--- src/rtl/ic74ls161_pkg.sv ---
// ---------------------------------------------------------------------------
// ic74ls161_pkg
// Shared constants and helpers for the 74LS161 4-bit synchronous binary
// counter model.
//   TPD_Q    : nominal CLK/clear to QA..QD delay in sim time units. The model
//              is zero-delay, so this value is 0.
//   TPD_RCO  : nominal Q/ENT to RCO delay in sim time units. The model is
//              zero-delay, so this value is 0.
//   CNT_W    : counter width.
//   CNT_MAX  : terminal count, the value at which RCO can assert.
//   rco_of() : ripple-carry output as a function of count and ENT.
// ---------------------------------------------------------------------------
package ic74ls161_pkg;

   localparam int unsigned TPD_Q   = 0;
   localparam int unsigned TPD_RCO = 0;
   localparam int unsigned CNT_W   = 4;
   localparam logic [3:0]  CNT_MAX = 4'hF;

   // Carry is gated by ENT so a cascade stalls as soon as any lower stage stops.
   function automatic logic rco_of(input logic [3:0] q, input logic ent);
      return ent & (q == CNT_MAX);
   endfunction

endpackage

--- src/rtl/ic74ls161_if.sv ---
// ---------------------------------------------------------------------------
// ic74ls161_if
// Pin bundle of the 74LS161 apart from CLK (port2) and CLR_n (port1), which
// stay scalar ports on the counter. Signals keep their package pin numbers.
//   port3..port6 : A..D parallel load data (A = LSB)
//   port7        : ENP count enable P
//   port8        : GND (not used by the model)
//   port9        : LOAD_n synchronous active-low load
//   port10       : ENT count enable T, also gates RCO
//   port11..14   : QD..QA count outputs (QA = LSB)
//   port15       : RCO ripple carry out
//   port16       : VCC (not used by the model)
// Modports: master drives the inputs and observes outputs (board side);
//           slave is the counter itself.
// ---------------------------------------------------------------------------
interface ic74ls161_if;
   import ic74ls161_pkg::*;

   logic port3;
   logic port4;
   logic port5;
   logic port6;
   logic port7;
   logic port8;
   logic port9;
   logic port10;
   logic port11;
   logic port12;
   logic port13;
   logic port14;
   logic port15;
   logic port16;

   modport master (
      output port3, port4, port5, port6, port7, port8, port9, port10, port16,
      input  port11, port12, port13, port14, port15
   );

   modport slave (
      input  port3, port4, port5, port6, port7, port8, port9, port10, port16,
      output port11, port12, port13, port14, port15
   );

endinterface

--- src/rtl/ic74ls161.sv ---
// ---------------------------------------------------------------------------
// ic74ls161
// 74LS161 4-bit synchronous binary counter: asynchronous clear, synchronous
// parallel load, count enables ENP/ENT and combinational ripple carry.
// Ports:
//   port2 : CLK, rising-edge active
//   port1 : CLR_n, asynchronous active-low clear (q = 0 while low)
//   bus   : ic74ls161_if.slave carrying A..D, ENP, ENT, LOAD_n, QA..QD, RCO,
//           GND and VCC
// Edge priority with CLR_n high: LOAD_n=0 loads {D,C,B,A}; else ENP&ENT
// increments modulo 16; else hold. RCO = ENT & (q == 4'hF), not registered.
// Optional build macro IC74LS161_CHECK_EN: at each rising CLK with CLR_n high,
// report X/Z on LOAD_n, ENP, ENT (and A..D while loading) with $error and
// drive the count to all-X. Without the macro no checks are made.
// ---------------------------------------------------------------------------
module ic74ls161
   import ic74ls161_pkg::*;
(
   input  logic         port2,
   input  logic         port1,
   ic74ls161_if.slave   bus
);

   logic [3:0] q_r;
   logic [3:0] next_q_s;
   logic [3:0] load_s;
   logic       unused_pins_s;

   assign load_s        = {bus.port6, bus.port5, bus.port4, bus.port3};
   // Supply pins exist only for pin accuracy.
   assign unused_pins_s = bus.port8 ^ bus.port16;

   // Next count: load beats counting, counting needs both enables.
   always_comb begin
      next_q_s = q_r;
      if (bus.port9 == 1'b0) begin
         next_q_s = load_s;
      end else if ((bus.port7 == 1'b1) && (bus.port10 == 1'b1)) begin
         next_q_s = q_r + 4'd1;
      end else begin
         next_q_s = q_r;
      end
   end

   // Count register; clear is asynchronous and blocks clock edges while low.
   always_ff @(posedge port2 or negedge port1) begin
      if (!port1) begin
         q_r <= 4'h0;
      end
`ifdef IC74LS161_CHECK_EN
      else if ($isunknown({bus.port9, bus.port7, bus.port10}) ||
               ((bus.port9 == 1'b0) && $isunknown(load_s))) begin
         $error("ic74ls161: unknown control or load data at CLK edge");
         q_r <= 4'hx;
      end
`endif
      else begin
         q_r <= next_q_s;
      end
   end

   assign bus.port14 = q_r[0];
   assign bus.port13 = q_r[1];
   assign bus.port12 = q_r[2];
   assign bus.port11 = q_r[3];
   assign bus.port15 = rco_of(q_r, bus.port10);

endmodule

--- src/flat_wrapper.sv ---
// flat-port wrapper written by rule: the top's interface ports become plain ports
module ic74ls161_flat import ic74ls161_pkg::*;
  (port2, port1, bus_port3, bus_port4, bus_port5, bus_port6, bus_port7, bus_port8, bus_port9, bus_port10, bus_port16, bus_port11, bus_port12, bus_port13, bus_port14, bus_port15);
  ic74ls161_if bus_i ();
  input  logic port2;
  input  logic port1;
  input wire logic [$bits(bus_i.port3)-1:0] bus_port3;
  input wire logic [$bits(bus_i.port4)-1:0] bus_port4;
  input wire logic [$bits(bus_i.port5)-1:0] bus_port5;
  input wire logic [$bits(bus_i.port6)-1:0] bus_port6;
  input wire logic [$bits(bus_i.port7)-1:0] bus_port7;
  input wire logic [$bits(bus_i.port8)-1:0] bus_port8;
  input wire logic [$bits(bus_i.port9)-1:0] bus_port9;
  input wire logic [$bits(bus_i.port10)-1:0] bus_port10;
  input wire logic [$bits(bus_i.port16)-1:0] bus_port16;
  output wire logic [$bits(bus_i.port11)-1:0] bus_port11;
  output wire logic [$bits(bus_i.port12)-1:0] bus_port12;
  output wire logic [$bits(bus_i.port13)-1:0] bus_port13;
  output wire logic [$bits(bus_i.port14)-1:0] bus_port14;
  output wire logic [$bits(bus_i.port15)-1:0] bus_port15;
  assign bus_i.port3 = bus_port3;
  assign bus_i.port4 = bus_port4;
  assign bus_i.port5 = bus_port5;
  assign bus_i.port6 = bus_port6;
  assign bus_i.port7 = bus_port7;
  assign bus_i.port8 = bus_port8;
  assign bus_i.port9 = bus_port9;
  assign bus_i.port10 = bus_port10;
  assign bus_i.port16 = bus_port16;
  assign bus_port11 = bus_i.port11;
  assign bus_port12 = bus_i.port12;
  assign bus_port13 = bus_i.port13;
  assign bus_port14 = bus_i.port14;
  assign bus_port15 = bus_i.port15;
  ic74ls161 u_core (.port2(port2), .port1(port1), .bus(bus_i));
endmodule
--- config.mk ---
export PLATFORM = sky130hd
export DESIGN_NAME = ic74ls161_flat
export DESIGN_NICKNAME = d
export VERILOG_FILES = /design/src/rtl/ic74ls161_pkg.sv /design/src/rtl/ic74ls161_if.sv /design/src/rtl/ic74ls161.sv /design/src/flat_wrapper.sv
export SDC_FILE = /design/constraint.sdc
export NUM_CORES = 1
export LEC_CHECK = 0
export ABC_AREA = 1
export CAP_MARGIN = 20
export CORE_AREA = 2 2 39 41
export CTS_BUF_LIST = sky130_fd_sc_hd__clkbuf_8
export CTS_CLUSTER_DIAMETER = 30
export DETAILED_ROUTE_END_ITERATION = 8
export DIE_AREA = 0 0 41 43
export PLACE_DENSITY = 0.52
export SLEW_MARGIN = 10
export SYNTH_ARGS = -nofsm -noshare
export SYNTH_HDL_FRONTEND = slang
export SYNTH_SLANG_ARGS = --single-unit
--- constraint.sdc ---
create_clock -name port2 -period 1.73 [get_ports port2]
set_clock_uncertainty 0.15 [all_clocks]
set_input_delay 0.519 -clock port2 [delete_from_list [all_inputs] [get_ports port2]]
set_output_delay 0.519 -clock port2 [all_outputs]
set_load 0.05 [all_outputs]
### Word level (Yosys, flattened, before mapping)

Index checks and enable logic that the tools add are counted.

| operators by class | value |
|---|---|
| muxes and demuxes | 2 |
| eq/ne operators | 2 |
| reduce and logical (&&, ||, !) cells | 1 |
| add/sub/neg operators | 1 |
| bitwise gates (word level) | 1 |

Operator list:

| kind | count |
|---|---|
| 4-bit two-way mux | 2 |
| 4-bit by 1-bit adder with 4-bit output (second input constant) | 1 |
| 4-bit equality test (second input constant) | 1 |
| 2-bit by 1-bit inequality test with 1-bit output (second input constant) | 1 |
| 1-bit AND | 1 |
| 1-bit logical AND | 1 |

| word-level totals | value |
|---|---|
| bits of input ports | 11 |
| register bits after elaboration | 4 |
| word-level logic and storage cells | 8 |

### Logic depth before layout (Yosys ltp)

Gate-level depths: netlist of the first run.

| logic depth | value |
|---|---|
| word-level depth | 3 |
| mapped depth | 5 |

### Least setup slack after synthesis of the first run

No wires, ideal clock.

| timing | value |
|---|---|
| path kind | register to output |
| from | register u_core.q_r[0] |
| to | output port bus_port15 |
| cell stages (with the launch flop) | 4 |
| buffers on the path | 0 |
| path slack | -0.611 ns |
| arrival time | 1.672 ns |
| data required time | 1.061 ns |
| cells stage by stage | dfrtp_1 -> ha_1 -> nand2_1 -> nor2_1 |

| between the ends | value |
|---|---|
| word-level cells in the longest chain between the ends | 2 |

RTL lines:

| item | line | RTL |
|---|---|---|
| from (decl) | ic74ls161.sv:24 | `logic [3:0] q_r;` |
| from (signal assigned) | ic74ls161.sv:58 | `q_r <= next_q_s;` |
| 4-bit equality test | ic74ls161_pkg.sv:22 | `return ent & (q == CNT_MAX);` |
| 1-bit AND | ic74ls161_pkg.sv:22 |  |
| to (decl) | flat_wrapper.sv:20 | `output wire logic [$bits(bus_i.port15)-1:0] bus_port15;` |

Every way passes these cells.

### Worst setup path in the final report of the first run

| timing | value |
|---|---|
| from | register u_core.q_r[1] |
| to | output port bus_port15 |

The elaborated chain is that of the path after synthesis.

==> results of run 1 <==
Yosys cell counts:
master    count  area, µm²
inv_1         6       22.5
nand4_1       1       6.26
o21bai_1      1       7.51
o211ai_1      1       7.51
nand3_2       1       10.0
nand2_1      13       48.8
ha_1          1       12.5
or2_0         1       6.26
or2_1         1       6.26
nor2_1        4       15.0
nand3_1       5       25.0
dfrtp_1       4        100
layer usage:
metal	vias up	track usage	wire [µm]
met1	134	0.111	284
li1	163	-	-
met2	8	0.144	323
met3	0	0.0785	27
met5	-	0	0
met4	0	0.0200	0
cells by family after synthesis:
kind of cell / share of synthesized area
AOI/OAI and AO/OA: 0.0561
and+or+nand+nor: 0.439
DFF: 0.374
buffers and inverters: 0.0841
adders and majority gates: 0.0467
layout make-up:
| type | count | share of cell area |
|---|---|---|
| timing repair buffer | 16 | 0.352 |
| clock buffer | 3 | 0.0735 |
| multi-input combinational | 29 | 0.312 |
| inverter | 6 | 0.0401 |
| sequential | 4 | 0.187 |
| tap | 16 | 0.0356 |
worst paths after layout:
kind | to | slack (ns) | startpoint
worst min register to register | u_core.q_r[1] | 0.51 | u_core.q_r[1]
worst min-delay path | u_core.q_r[2] | 0.36 | port1
worst max register to register | u_core.q_r[1] | 0.59 | u_core.q_r[1]
min in group port2 | u_core.q_r[1] | 0.51 | u_core.q_r[1]
max in group asynchronous | u_core.q_r[1] | 0.88 | port1
worst max-delay path | bus_port15 | 0.02 | u_core.q_r[1]
through the flow:
stage                     hold WS, ns  TNS (ns)  total power [mW]  setup WS [ns]  cell area [µm²]
after floorplan                0.0734  -0.00926             0.214       -0.00926              300
after global placement          0.450    -0.299             0.312         -0.295              515
after detailed placement        0.444    -0.322             0.313         -0.306              515
after CTS                       0.363  -0.00554             0.521       -0.00554              566
after global routing            0.376   -0.0142             0.545        -0.0142              562
final                           0.359         0             0.510         0.0160              562
what timing repair did:
action                     CTS  global route
pin swaps                    1             1
resized for setup            2             2
buffers inserted             1             0
setup endpoints to repair    1             1
report_power, final:
group / switching (mW) / leakage (nW) / total, mW / internal, mW
clock network: 0.0461 / 0.0216 / 0.194 / 0.148
logic: 0.0927 / 0.202 / 0.189 / 0.0960
registers: 0.0184 / 0.0431 / 0.127 / 0.108
==> flow_metrics.tcl, run 1 <==
set metrics [dict create \
    drive_gt1_frac 0.362 \
    htree_levels 1 \
    cp.arrival_ns 1.05 \
    ant_nets 0 \
    gp_congestion 0.707 \
    status "complete, no violations" \
    wl_um 635 \
    core_area_mm2 0.00138 \
    num_vias 305 \
    grt.total_usage 0.0988 \
    reg2regPathDepth 3 \
    clock.fmax_mhz 583 \
    hold_path_class "in -> async" \
    clk_latency_ns 0.22 \
    biggestRegsByFlops "u_core.q_r: 4 flops" \
    layout.cells.non_filler 74 \
    final_common_cell "nand2_1" \
    dp.cells 70 \
    multi_input_area_um2 175 \
    hold_viol_final 0 \
    largest_reg_flops 4 \
    antenna_found_initial 0 \
    drv_slew 0 \
    register_area_um2 105 \
    critPathLaunchType "flip-flop" \
    drcViolationCount 0 \
    grt_overflow 0 \
    portBuffers 13 \
    grt_max_degree 7 \
    path_depth 4 \
    grt_pass1_wl_um 1150 \
    synth_area_um2 268 \
    avgRoutedWirePerCell_um 8.58 \
    viasPerCell 4.12 \
    top_register "u_core.q_r" \
    diodes 0 \
    slowest_delay_ns 0.41 \
    rsz0062_at_grt "yes" \
    clock_path_buffers 2 \
    syn_to_final_growth_pct 110 \
    ys_seq_elements 4 \
    cts_root_buf "clkbuf_8" \
    p_leak_nw 0.267 \
    crit_type "reg -> out" \
    drt-initial-drc-count 4 \
    avgSynthCellArea_um2 6.87 \
    fin_nets 72 \
    crit_path_max_fanout 2 \
    setup_viol 0 \
    die_w_um 41 \
    cp_slowest_cell "dfrtp_2" \
    most-common-layout-cells "11 x nand2_1, 7 x clkdlybuf4s50_1, 6 x inv_1, 5 x nand3_1, 5 x buf_12" \
    worst-path-buf-inv 1 \
    postCtsHoldBufs 0 \
    synth_cell_types 12 \
    tightest_slew_ns 0.216 \
    drv_cap 0 \
    cp-end-kind "output port" \
    n_fill_cell 137 \
    die_h_um 43 \
    numCtsBuffers 3 \
    dpl.hpwl_um 548 \
    path_cells "ha_4, nand2_4, nor2_4, buf_12" \
    crit_required_ns 1.06 \
    row_count 14 \
    yosysWarnings 0 \
    p_per_area_mw_per_mm2 907 \
    clock-sinks 4 \
    dieArea_mm2 0.00176 \
    synthCells 39 \
    drtPass1Iterations 3 \
    path_delay_family "flip-flops" \
    ios 16 \
    start_util 0.193 \
    fin_crit_sh 0.991 \
    syn_nets 51 \
    cts_tree "done" \
    min_period_ns 1.71 \
    ir_drop_v 0.000549 \
    clkTransAtPathRegs_ns 0.03 \
    yosysSeqAreaShare 0.374 \
    grt_pass1_vias 294 \
    slew_headroom 0.856 \
    final_core_util 0.406 \
]
No activity file was read; power rests on OpenSTA's default activity.
==> inputs of run 2 (changes only) <==
- ABC_CLOCK_PERIOD_IN_PS: unset -> 1730
==> results of run 2 <==
No change in the layout: final DEF, timing and power equal those of run 1.
==> inputs of run 3 (changes only) <==
- CELL_PAD_IN_SITES_DETAIL_PLACEMENT: unset -> 0
- CELL_PAD_IN_SITES_GLOBAL_PLACEMENT: unset -> 1
- PLACE_DENSITY: 0.52 -> 0.71
==> flow_metrics.tcl, run 3 (synthesized netlist as in run 1, its figures left out) <==
set metrics [dict create \
    crit_type "reg -> out" \
    drcViolationCount 0 \
    drv_cap 0 \
    ir_drop_v 0.000460 \
    switching_power_mw 0.160 \
    p_seq_frac 0.248 \
    status "complete, no violations" \
    critPathLaunchType "flip-flop" \
    hold_viol_final 0 \
    clock_path_buffers 2 \
    power.share.clock 0.376 \
    clk_latency_ns 0.21 \
    hold_path_class "in -> async" \
    clock.fmax_mhz 582 \
    timing.rr.start "u_core.q_r[1]" \
    clkTransAtPathRegs_ns 0.03 \
    diodes 0 \
    die_h_um 43 \
    avgRoutedWirePerCell_um 9.89 \
    crit_required_ns 1.06 \
    setup_viol 0 \
    htree_levels 1 \
    dpl.hpwl_um 585 \
    wl_um 742 \
    cts_tree "done" \
    cp.arrival_ns 1.05 \
    reg2reg_to "u_core.q_r[2]" \
    tns_ns 0 \
    p_leak_nw 0.271 \
    start_util 0.193 \
    ios 16 \
    antenna_found_initial 0 \
    core_area_mm2 0.00138 \
    cts_root_buf "clkbuf_8" \
    syn_to_final_growth_pct 113 \
    fin_crit_sh 0.993 \
    gp_congestion 0.670 \
    p_per_area_mw_per_mm2 905 \
    n_fill_cell 158 \
    crit_path_max_fanout 2 \
    drtPass1Iterations 1 \
    grt_pass1_wl_um 1220 \
    grt.total_usage 0.109 \
    drt-initial-drc-count 0 \
    clock-sinks 4 \
    numCtsBuffers 3 \
    intPower_mw 0.355 \
    power_frac_comb 0.376 \
    viasPerCell 4.24 \
    postCtsHoldBufs 0 \
    cp-end-kind "output port" \
    reg2regPathDepth 5 \
    tightest_slew_ns 0.216 \
    top_register "u_core.q_r" \
    die_w_um 41 \
    fin_nets 73 \
    r2r_setup_slack_ns 0.57 \
    drv_slew 0 \
    ant_nets 0 \
    biggestRegsByFlops "u_core.q_r: 4 flops" \
    portBuffers 13 \
    row_count 14 \
    final_core_util 0.411 \
    most-common-layout-cells "11 x nand2_1, 7 x clkdlybuf4s50_1, 6 x inv_1, 5 x nand3_1, 5 x buf_12" \
    final_common_cell "nand2_1" \
    drive_gt1_frac 0.373 \
    grt_overflow 0 \
    rsz0062_at_grt "yes" \
    slew_headroom 0.855 \
    dieArea_mm2 0.00176 \
    num_vias 318 \
    min_period_ns 1.72 \
    grt_max_degree 7 \
    switching_share 0.310 \
    grt_pass1_vias 310 \
    largest_reg_flops 4 \
]
[run 3: cell count changes in the layout (fill, tap and decap cells not counted), sizes merged]
cell | before | now
buf | 8 | 9
[run 3: final cells by class]
cell class | count | area (µm²) | share of cell area
Clock buffer | 3 | 41.3 | 0.0725
Inverter | 6 | 22.5 | 0.0396
Multi-Input combinational cell | 29 | 175 | 0.308
Sequential cell | 4 | 105 | 0.185
Tap cell | 16 | 20.0 | 0.0352
Timing Repair Buffer | 17 | 205 | 0.360
[run 3: metal layers]
metal,GRT usage,up-vias,share of wire
met1,0.117,147,0.38
met5,0,-,0
met4,0.0400,0,0
li1,-,164,-
met3,0.0628,0,0.049
met2,0.169,7,0.57
[run 3: worst max-delay path, cell delays in order (launching register included)]
cell and delay (ns):
dfrtp_2 0.41, ha_4 0.17, nand2_4 0.07, nor2_4 0.04, buf_12 0.14
[run 3: power groups by stage]
stage | Sequential [mW] | Combinational, mW | Clock, mW
floorplan | 0.169 | 0.0451 | 0
global placement | 0.134 | 0.179 | 0
detailed placement | 0.134 | 0.180 | 0
CTS | 0.128 | 0.194 | 0.200
global route | 0.130 | 0.209 | 0.211
finish | 0.128 | 0.194 | 0.194
[run 3: metrics by stage]
step / instance area [µm²] / hold WS, ns / power, mW / cells / setup WS, ns
2_1_floorplan: 300 / 0.0734 / 0.214 / 39 / -0.00926
6_report: 569 / 0.357 / 0.515 / 75 / 0.0116
5_1_grt: 569 / 0.372 / 0.549 / 75 / -0.0121
4_1_cts: 566 / 0.357 / 0.522 / 74 / -0.00598
3_3_place_gp: 515 / 0.455 / 0.313 / 70 / -0.289
3_5_place_dp: 515 / 0.452 / 0.315 / 70 / -0.291
[run 3: worst max path at each step]
stage | startpoint | endpoint | depth (start not counted)
after floorplan | u_core.q_r[1] | bus_port15 | 3
after global placement | bus_port10 | bus_port15 | 4
after detailed placement | bus_port10 | bus_port15 | 4
after CTS | u_core.q_r[0] | bus_port15 | 4
after global routing | u_core.q_r[1] | bus_port15 | 4
final | u_core.q_r[1] | bus_port15 | 4
[run 3: what timing repair did]
action,4_1_cts,5_1_grt
setup buffers,1,1
pin swaps,2,2
resized for setup,2,2
setup endpoints to repair,1,1
